$ cat config.mk
export PLATFORM = sky130hd
export DESIGN_NAME = pe_bwd
export DESIGN_NICKNAME = d
export VERILOG_FILES = /design/src/rtl/ann_pkg.sv /design/src/rtl/fxp_mul_shift.sv /design/src/rtl/pe_bwd.sv
export SDC_FILE = /design/constraint.sdc
export NUM_CORES = 2
export LEC_CHECK = 0
export BUFFER_PORTS_ARGS = -buffer_cell sky130_fd_sc_hd__buf_2
export CORE_MARGIN = 5
export CORE_UTILIZATION = 33
export CTS_CLUSTER_DIAMETER = 60
export DETAILED_ROUTE_END_ITERATION = 6
export GPL_TIMING_DRIVEN = 0
export HOLD_SLACK_MARGIN = 0.06
export PLACE_DENSITY = 0.55
export REMOVE_ABC_BUFFERS = 1
export SYNTH_ARGS = -nofsm -noshare
export SYNTH_HDL_FRONTEND = slang
export SYNTH_HIERARCHICAL = 1
export SYNTH_SLANG_ARGS = --single-unit
$ cat constraint.sdc
create_clock -name clk -period 19.8 [get_ports clk]
set_input_delay 0.99 -clock clk [delete_from_list [all_inputs] [get_ports clk]]
set_output_delay 0.99 -clock clk [all_outputs]
set_load 0.005 [all_outputs]
$ cat src/rtl/ann_pkg.sv
// Shared types and helpers for the fixed-point systolic ANN array.
package ann_pkg;

    localparam int WIDTH_DEF    = 16;
    localparam int FRAC_BIT_DEF = 10;

    typedef enum logic [1:0] {
        IDLE  = 2'd0,
        CALC  = 2'd1,
        WRITE = 2'd2
    } state_t;

    // Clamp a signed value into the range of a signed word of the given width.
    function automatic logic signed [63:0] sat(input logic signed [63:0] value,
                                               input int width);
        logic signed [63:0] hi;
        logic signed [63:0] lo;
        hi = (64'sd1 <<< (width - 1)) - 64'sd1;
        lo = -(64'sd1 <<< (width - 1));
        if (value > hi)
            sat = hi;
        else if (value < lo)
            sat = lo;
        else
            sat = value;
    endfunction

endpackage

$ cat src/rtl/fxp_mul_shift.sv
// Signed full-width fixed-point multiply, rescaled by an arithmetic right shift.
module fxp_mul_shift #(
    parameter int WIDTH    = 16,
    parameter int FRAC_BIT = 10,
    parameter int OUT_W    = 2 * WIDTH
) (
    input  logic [WIDTH-1:0] a,
    input  logic [WIDTH-1:0] b,
    output logic [OUT_W-1:0] p
);

    logic signed [2*WIDTH-1:0] prod;

    assign prod = $signed(a) * $signed(b);
    // Callers needing only the low bits of the scaled product narrow it here.
    assign p    = OUT_W'(prod >>> FRAC_BIT);

endmodule

$ cat src/rtl/pe_bwd.sv
// Backward-pass PE: error partial-sum propagation, gradient accumulation and
// saturated gradient-descent weight update.
module pe_bwd
    import ann_pkg::*;
#(
    parameter int WIDTH     = WIDTH_DEF,
    parameter int FRAC_BIT  = FRAC_BIT_DEF,
    parameter int ACC_WIDTH = 32,
    parameter int LR_SHIFT  = 4
) (
    input  logic             clk,
    input  logic             rst,
    input  logic             en,
    input  logic [WIDTH-1:0] a_in,
    input  logic [WIDTH-1:0] delta_in,
    input  logic [WIDTH-1:0] g_in,
    output logic [WIDTH-1:0] a_out,
    output logic [WIDTH-1:0] delta_out,
    output logic [WIDTH-1:0] g_out,
    input  logic             w_load,
    input  logic [WIDTH-1:0] w_in,
    output logic [WIDTH-1:0] w_out,
    input  logic             upd,
    output logic             busy,
    output logic             upd_done
);

    localparam int PW = 2 * WIDTH;

    state_t                      state, state_nxt;
    logic signed [WIDTH-1:0]     w;
    logic signed [WIDTH-1:0]     w_new;
    logic signed [ACC_WIDTH-1:0] acc;
    logic signed [ACC_WIDTH-1:0] step;

    logic [WIDTH-1:0]            p_g;
    logic [PW-1:0]               p_a;
    logic signed [ACC_WIDTH-1:0] acc_add;
    logic signed [ACC_WIDTH-1:0] acc_next;
    logic signed [ACC_WIDTH-1:0] step_calc;
    logic signed [WIDTH-1:0]     w_diff;

    // p_g only feeds the wrapping partial-sum adder, so keep its low word.
    fxp_mul_shift #(.WIDTH(WIDTH), .FRAC_BIT(FRAC_BIT), .OUT_W(WIDTH)) u_mul_g (
        .a (w),
        .b (delta_in),
        .p (p_g)
    );

    fxp_mul_shift #(.WIDTH(WIDTH), .FRAC_BIT(FRAC_BIT), .OUT_W(PW)) u_mul_a (
        .a (a_in),
        .b (delta_in),
        .p (p_a)
    );

    assign acc_add   = ACC_WIDTH'(sat(64'(acc) + 64'($signed(p_a)), ACC_WIDTH));
    assign acc_next  = en ? acc_add : acc;
    assign step_calc = acc_next >>> LR_SHIFT;
    assign w_diff    = WIDTH'(sat(64'(w) - 64'(step), WIDTH));

    assign w_out    = w;
    assign busy     = (state != IDLE);
    assign upd_done = (state == WRITE);

    always_comb begin
        state_nxt = state;
        unique case (state)
            IDLE:    if (upd) state_nxt = CALC;
            CALC:    state_nxt = WRITE;
            WRITE:   state_nxt = IDLE;
            default: state_nxt = IDLE;
        endcase
        // A weight load aborts any update in flight.
        if (w_load)
            state_nxt = IDLE;
    end

    always_ff @(posedge clk or posedge rst) begin
        if (rst)
            state <= IDLE;
        else
            state <= state_nxt;
    end

    always_ff @(posedge clk or posedge rst) begin
        if (rst) begin
            a_out     <= '0;
            delta_out <= '0;
            g_out     <= '0;
        end else if (en) begin
            a_out     <= a_in;
            delta_out <= delta_in;
            g_out     <= g_in + p_g;
        end
    end

    always_ff @(posedge clk or posedge rst) begin
        if (rst) begin
            w     <= '0;
            w_new <= '0;
            acc   <= '0;
            step  <= '0;
        end else if (w_load) begin
            w   <= w_in;
            acc <= '0;
        end else begin
            acc <= acc_next;
            unique case (state)
                IDLE: begin
                    // Step folds in this cycle's product; acc restarts empty.
                    if (upd) begin
                        step <= step_calc;
                        acc  <= '0;
                    end
                end
                CALC:    w_new <= w_diff;
                WRITE:   w     <= w_new;
                default: ;
            endcase
        end
    end

endmodule
## Word-level counts from Yosys, hierarchy flattened

Index checks and enable logic that the tools add are counted.

| word-level totals | value |
|---|---|
| word-level logic and storage cells | 39 |
| output and inout port bits | 66 |
| register bits after elaboration | 142 |

| cells by class | value |
|---|---|
| eq/ne operators | 3 |
| muxes and demuxes | 13 |
| bitwise logic cells | 1 |
| multiply operators | 2 |
| $add $sub $neg | 3 |
| reductions and logical operators | 5 |
| $lt $le $gt $ge | 4 |

Operators with widths:

| cell | count |
|---|---|
| 32-bit 2-to-1 mux | 6 |
| 16-bit 2-to-1 mux | 4 |
| 32-bit by 22-bit adder with 33-bit output | 1 |
| 33-bit by 32-bit greater-than comparator with 1-bit output (second input constant) | 1 |
| 33-bit by 32-bit less-than comparator with 1-bit output (second input constant) | 1 |
| 16-bit by 16-bit multiplier with 32-bit output | 1 |
| 29-bit by 16-bit greater-than comparator with 1-bit output (second input constant) | 1 |
| 29-bit by 16-bit less-than comparator with 1-bit output (second input constant) | 1 |
| 16-bit by 28-bit subtractor with 29-bit output | 1 |
| 16-bit by 16-bit multiplier with 26-bit output | 1 |
| 16-bit adder | 1 |
| 2-bit 2-to-1 mux | 2 |
| 2-bit case mux with 2 select lines | 1 |
| 2-bit nonzero test | 2 |
| 3-bit inequality test (second input constant) | 1 |
| 3-bit AND reduction | 1 |
| 2-bit by 1-bit == test with 1-bit output (second input constant) | 1 |
| 2-bit == test (second input constant) | 1 |
| 2-bit zero test | 1 |
| 2-bit AND reduction | 1 |
| 1-bit inverter | 1 |

## Longest topological paths before layout

| logic depth | value |
|---|---|
| depth after elaboration | 9 |
| gate-level depth with buffers | 38 |

## Modules after synthesis

The synthesis kept the hierarchy.

By module, submodules not included:

| module | cells each | seq. area each (µm²) | instances | area each (µm²) |
|---|---|---|---|---|
| pe_bwd | 1197 | 3553.4 | 1 | 10329.9 |
| fxp_mul_shift at u_mul_a | 1087 | 0.0 | 1 | 9768.1 |
| fxp_mul_shift at u_mul_g | 920 | 0.0 | 1 | 8084.0 |

## Worst setup path before layout

Ideal clock, no wire load.

| timing | value |
|---|---|
| path type | input port to flip-flop |
| start | input port a_in[15] |
| end | register step[14] |
| path slack | 10.082 ns |
| stages on the path | 33 |
| data arrival time | 9.575 ns |
| path buffers | 4 |
| required time | 19.658 ns |
| setup time | 0.142 ns |
| cell sequence | clkbuf_1 > nand2_1 > fa_1 > inv_1 > fa_1 > fa_1 > fa_1 > fa_1 > inv_1 > fa_1 > inv_1 > ha_1 > o21a_1 > nor2_1 > or3_1 > inv_1 > o311ai_4 > nand2_2 > a21o_1 > a311oi_1 > buf_4 > ha_1 > clkbuf_1 > a21o_1 > a21o_1 > a21oi_1 > nand2_1 > o31ai_1 > xnor2_1 > or3_1 > clkbuf_1 > nand3_1 > o221ai_1 |

| on the way | value |
|---|---|
| word-level cells in the longest chain between the ends | 6 |
| elaborated cells between the ends (all ways) | 7 |
| classes of those cells | 1 x add/sub; 1 x mul; 2 x order compare; 3 x mux |

Ends and longest elaborated chain:

| item | line | text |
|---|---|---|
| start, declared | pe_bwd.sv:14 | `input logic [WIDTH-1:0] a_in,` |
| 16-bit by 16-bit multiplier with 32-bit output (*) | fxp_mul_shift.sv:14 | `assign prod = $signed(a) * $signed(b);` |
| named net p_a[21] | pe_bwd.sv:37 | `logic [PW-1:0] p_a;` |
| 32-bit by 22-bit adder with 33-bit output (*) | pe_bwd.sv:56 | `assign acc_add = ACC_WIDTH'(sat(64'(acc) + 64'($signed(p_a)), ACC_WIDTH));` |
| 33-bit by 32-bit less-than comparator with 1-bit output | ann_pkg.sv:22 | `else if (value < lo)` |
| 32-bit 2-to-1 mux | ann_pkg.sv:22 |  |
| 32-bit 2-to-1 mux (*) | ann_pkg.sv:20 | `if (value > hi)` |
| 32-bit 2-to-1 mux (*) | pe_bwd.sv:57 | `assign acc_next = en ? acc_add : acc;` |
| end signal, assigned | pe_bwd.sv:112 | `step <= step_calc;` |
| end, declared | pe_bwd.sv:34 | `logic signed [ACC_WIDTH-1:0] step;` |

Mark *: on every way through the listed nets, which the timed path passes. The rest lies on a longest branch.
A chain may end at the register's enable or synchronous reset.

## Worst setup path after layout

| timing | value |
|---|---|
| start | input port delta_in[4] |
| end | register step[19] |

| on the way | value |
|---|---|
| word-level cells in the longest chain between the ends | 6 |
| elaborated cells between the ends (all ways) | 7 |
| classes of those cells | 1 x add/sub; 1 x mul; 2 x order compare; 3 x mux |

Ends and longest elaborated chain:

| item | line | text |
|---|---|---|
| start, declared | pe_bwd.sv:15 | `input logic [WIDTH-1:0] delta_in,` |
| 16-bit by 16-bit multiplier with 32-bit output (*) | fxp_mul_shift.sv:14 |  |
| named net p_a[21] | pe_bwd.sv:37 |  |
| 32-bit by 22-bit adder with 33-bit output (*) | pe_bwd.sv:56 |  |
| 33-bit by 32-bit less-than comparator with 1-bit output | ann_pkg.sv:22 |  |
| 32-bit 2-to-1 mux | ann_pkg.sv:22 |  |
| 32-bit 2-to-1 mux (*) | ann_pkg.sv:20 |  |
| 32-bit 2-to-1 mux (*) | pe_bwd.sv:57 |  |

Marks and branches as above.

==> metrics.md <==
| Metric | Value |
|---|---|
| Residual overflow from global routing | `0` |
| Critical path's top delay family | `adder cells` |
| Hold Crit Class | `in2async` |
| CP arrival | `between 10000 and 15000 ps` |
| Main synth FF type | `dfrtp_1` |
| PostCTS Resize Cnt | `0` |
| CTS Buf Count | `17` |
| Hpwl dp | `55000 um` |
| # diodes | `0` |
| Highest cell delay on the worst timing path | `880 ps` |
| Crit path time final | `approximately 10000 ps` |
| Initial DRC Count | `about 1100` |
| Largest net degree at the start of global routing | `~120` |
| CP Max Fanout | `33` |
| R2R setup slack | `11820 ps` |
| Crit path buffers/inverters | `5` |
| Ys Warns | `6` |
| WS Path Type | `in2reg` |
| Worst path slowest cell | `fa_1` |
| Clock buffer depth | `2` |
| Status | `complete, no violations` |
| Via Count | `around 21000` |
| Mapped Area | `28200 um^2` |
| TritonCTS clock tree | `yes` |
| Register area | `roughly 3600 um^2` |
| First-pass GRT wire length | `approximately 120000 um` |
| Async set-or-reset flop fraction in the synthesized netlist | `100%` |
| Std-Cell Rows | `107` |
| Most common cell after layout, fill and taps aside | `inv_1` |
| Setup bufs post-CTS | `0` |
| DRC viols | `0` |
| Multi-input gate area | `around 22000 um^2` |
| Max-Cap Viols | `0` |
| IO Count | `between 100 and 150` |
| Critical path endpoint category | `flop` |
| Skew-Pair Late Insertion Delay | `490 ps` |
| Flops & latches, synth | `about 140` |
| Fillers | `8863` |
| Synthesized instance count | `about 3200` |
| GRT Util Overall | `between 10% and 20%` |
| Die area | `between 90000 and 100000 um^2` |
| Die Ht | `around 300 um` |
| Data required time at the worst endpoint | `around 20000 ps` |
| Total Wirelength | `roughly 71000 um` |
| Fraction of layout cells with a size suffix above 1 | `about 7.9%` |
| Relative slew slack | `between 10% and 20%` |
| Clock transition at the registers of the reported paths | `90 ps` |
| Drt via density | `~4.8` |
| Initial antenna violation count | `1` |
| Unique masters post-synth | `85` |
| Syn Area/Cell | `about 8.8 um^2` |
| Vias in the first global route | `around 22000` |
| Most used cell, CP | `fa_1` |
| Initial DRT Pass Iterations | `5` |
| Slew Limit Fails | `0` |
| RSZ-0062 raised after global routing | `no` |
| Period utilisation layout | `52.2%` |
| GPL Wtd Cong | `~0.9` |
| Routed Antenna Nets | `0` |
| EDFF count, synth | `0` |
| Hold buffer count at CTS | `0` |
| Final Setup Violations | `0` |
| Die width | `a little over 300 um` |
| Final net count | `3988` |
| Max Fclk | `96.8 MHz` |
| Core Region | `85000 um^2` |
| Seq/Total Area, Yosys | `around 13%` |
| Worst Setup Start Kind | `primary input` |
| Layout area overhead | `7.83%` |
| Setup Total Neg Slack | `0 ps` |
| Port Buf Inserts | `around 130` |
| Initial Utilization | `roughly 33%` |
| CTS HTree Levels | `4` |
| Most frequent cells in the layout | `656 x inv_1, 472 x fa_1, 374 x nand2_1` |
| Clock sink count | `142` |
| Worst Max-Slew Pin Slew | `1290 ps` |
| Post-route clock skew | `roughly 21 ps` |
| WL/cell | `roughly 16 um` |
| CTS root buffer | `clkbuf_16` |
| Final Hold Fails | `0` |
## routing by layer
layer  global-route usage, %  wire length [um]
met5                       0                13
met4                    2.81               786
met3                    2.38              2580
met2                    26.2             33600
met1                    22.6             33800
## logic make-up (layout without fill, tap and decap cells)
| group | Yosys count | count (layout) | share of synthesized area, % |
|---|---|---|---|
| simple gates | 920 | 920 | 15.7 |
| buf+inv | 798 | 828 | 10.8 |
| fa+ha+maj | 701 | 701 | 43.7 |
| compound gates | 467 | 467 | 11.3 |
| flops | 142 | 142 | 12.6 |
| xor+xnor | 113 | 113 | 3.51 |
| mux | 63 | 63 | 2.43 |
## path summary, 6_finish.rpt
path / from / end / cells after the start
worst min-delay path: rst / a_out[3]$_DFFE_PP0P_ / 2
min in group clk: step[8]$_DFFE_PP0P_ / step[8]$_DFFE_PP0P_ / 2
worst max-delay path: delta_in[4] / step[19]$_DFFE_PP0P_ / 30
worst max register to register: w_out[10]$_DFFE_PP0P_ / g_out[15]$_DFFE_PP0P_ / 27
worst min register to register: step[8]$_DFFE_PP0P_ / step[8]$_DFFE_PP0P_ / 2
max in group asynchronous: rst / acc[22]$_DFF_PP0_ / 3
## synthesized netlist by cell type (30+ instances only)
cell type | number | share of area [%]
clkbuf_1 | 121 | 1.6
o21ai_0 | 111 | 2.0
a21oi_1 | 105 | 1.9
fa_1 | 472 | 34
and2_1 | 253 | 5.6
xor2_1 | 30 | 0.93
nand2_1 | 374 | 5.0
dfrtp_1 | 142 | 13
mux2_2 | 43 | 1.7
nor2_1 | 140 | 1.9
xnor2_1 | 83 | 2.6
nand3_1 | 33 | 0.59
ha_1 | 226 | 10
a31oi_1 | 33 | 0.73
inv_1 | 657 | 8.8
## layout make-up
type | instances | share of cell area [%]
repair buffers | 139 | 2.48
multi-input cells | 2264 | 71.1
well taps | 1144 | 4.71
clock inverters | 15 | 0.486
clock buffers | 17 | 1.40
inverters | 657 | 8.14
flip-flops and latches | 142 | 11.7
## through the flow
step | util (%) | cell area, um^2 | hold slack (ps) | setup WS [ps] | std cells
finish | 35.7 | 30400 | 457 | 9470 | 4378
global route | 35.7 | 30400 | 455 | 8690 | 4378
CTS | 35.7 | 30400 | 425 | 9360 | 4378
detailed placement | 35.1 | 29800 | 471 | 8880 | 4346
global placement | 34.9 | 29700 | 464 | 6700 | 4341
floorplan | - | 27600 | 449 | 10050 | 3063
## registers in the layout (all words and copies together) (netlist names)
name	count
acc	32
step	28
delta_out	16
w_new	16
state	2
g_out	16
w_out	16
a_out	16
Power is not shown: default switching activity piles up to over one toggle a cycle in this logic, so the estimate is an artifact.
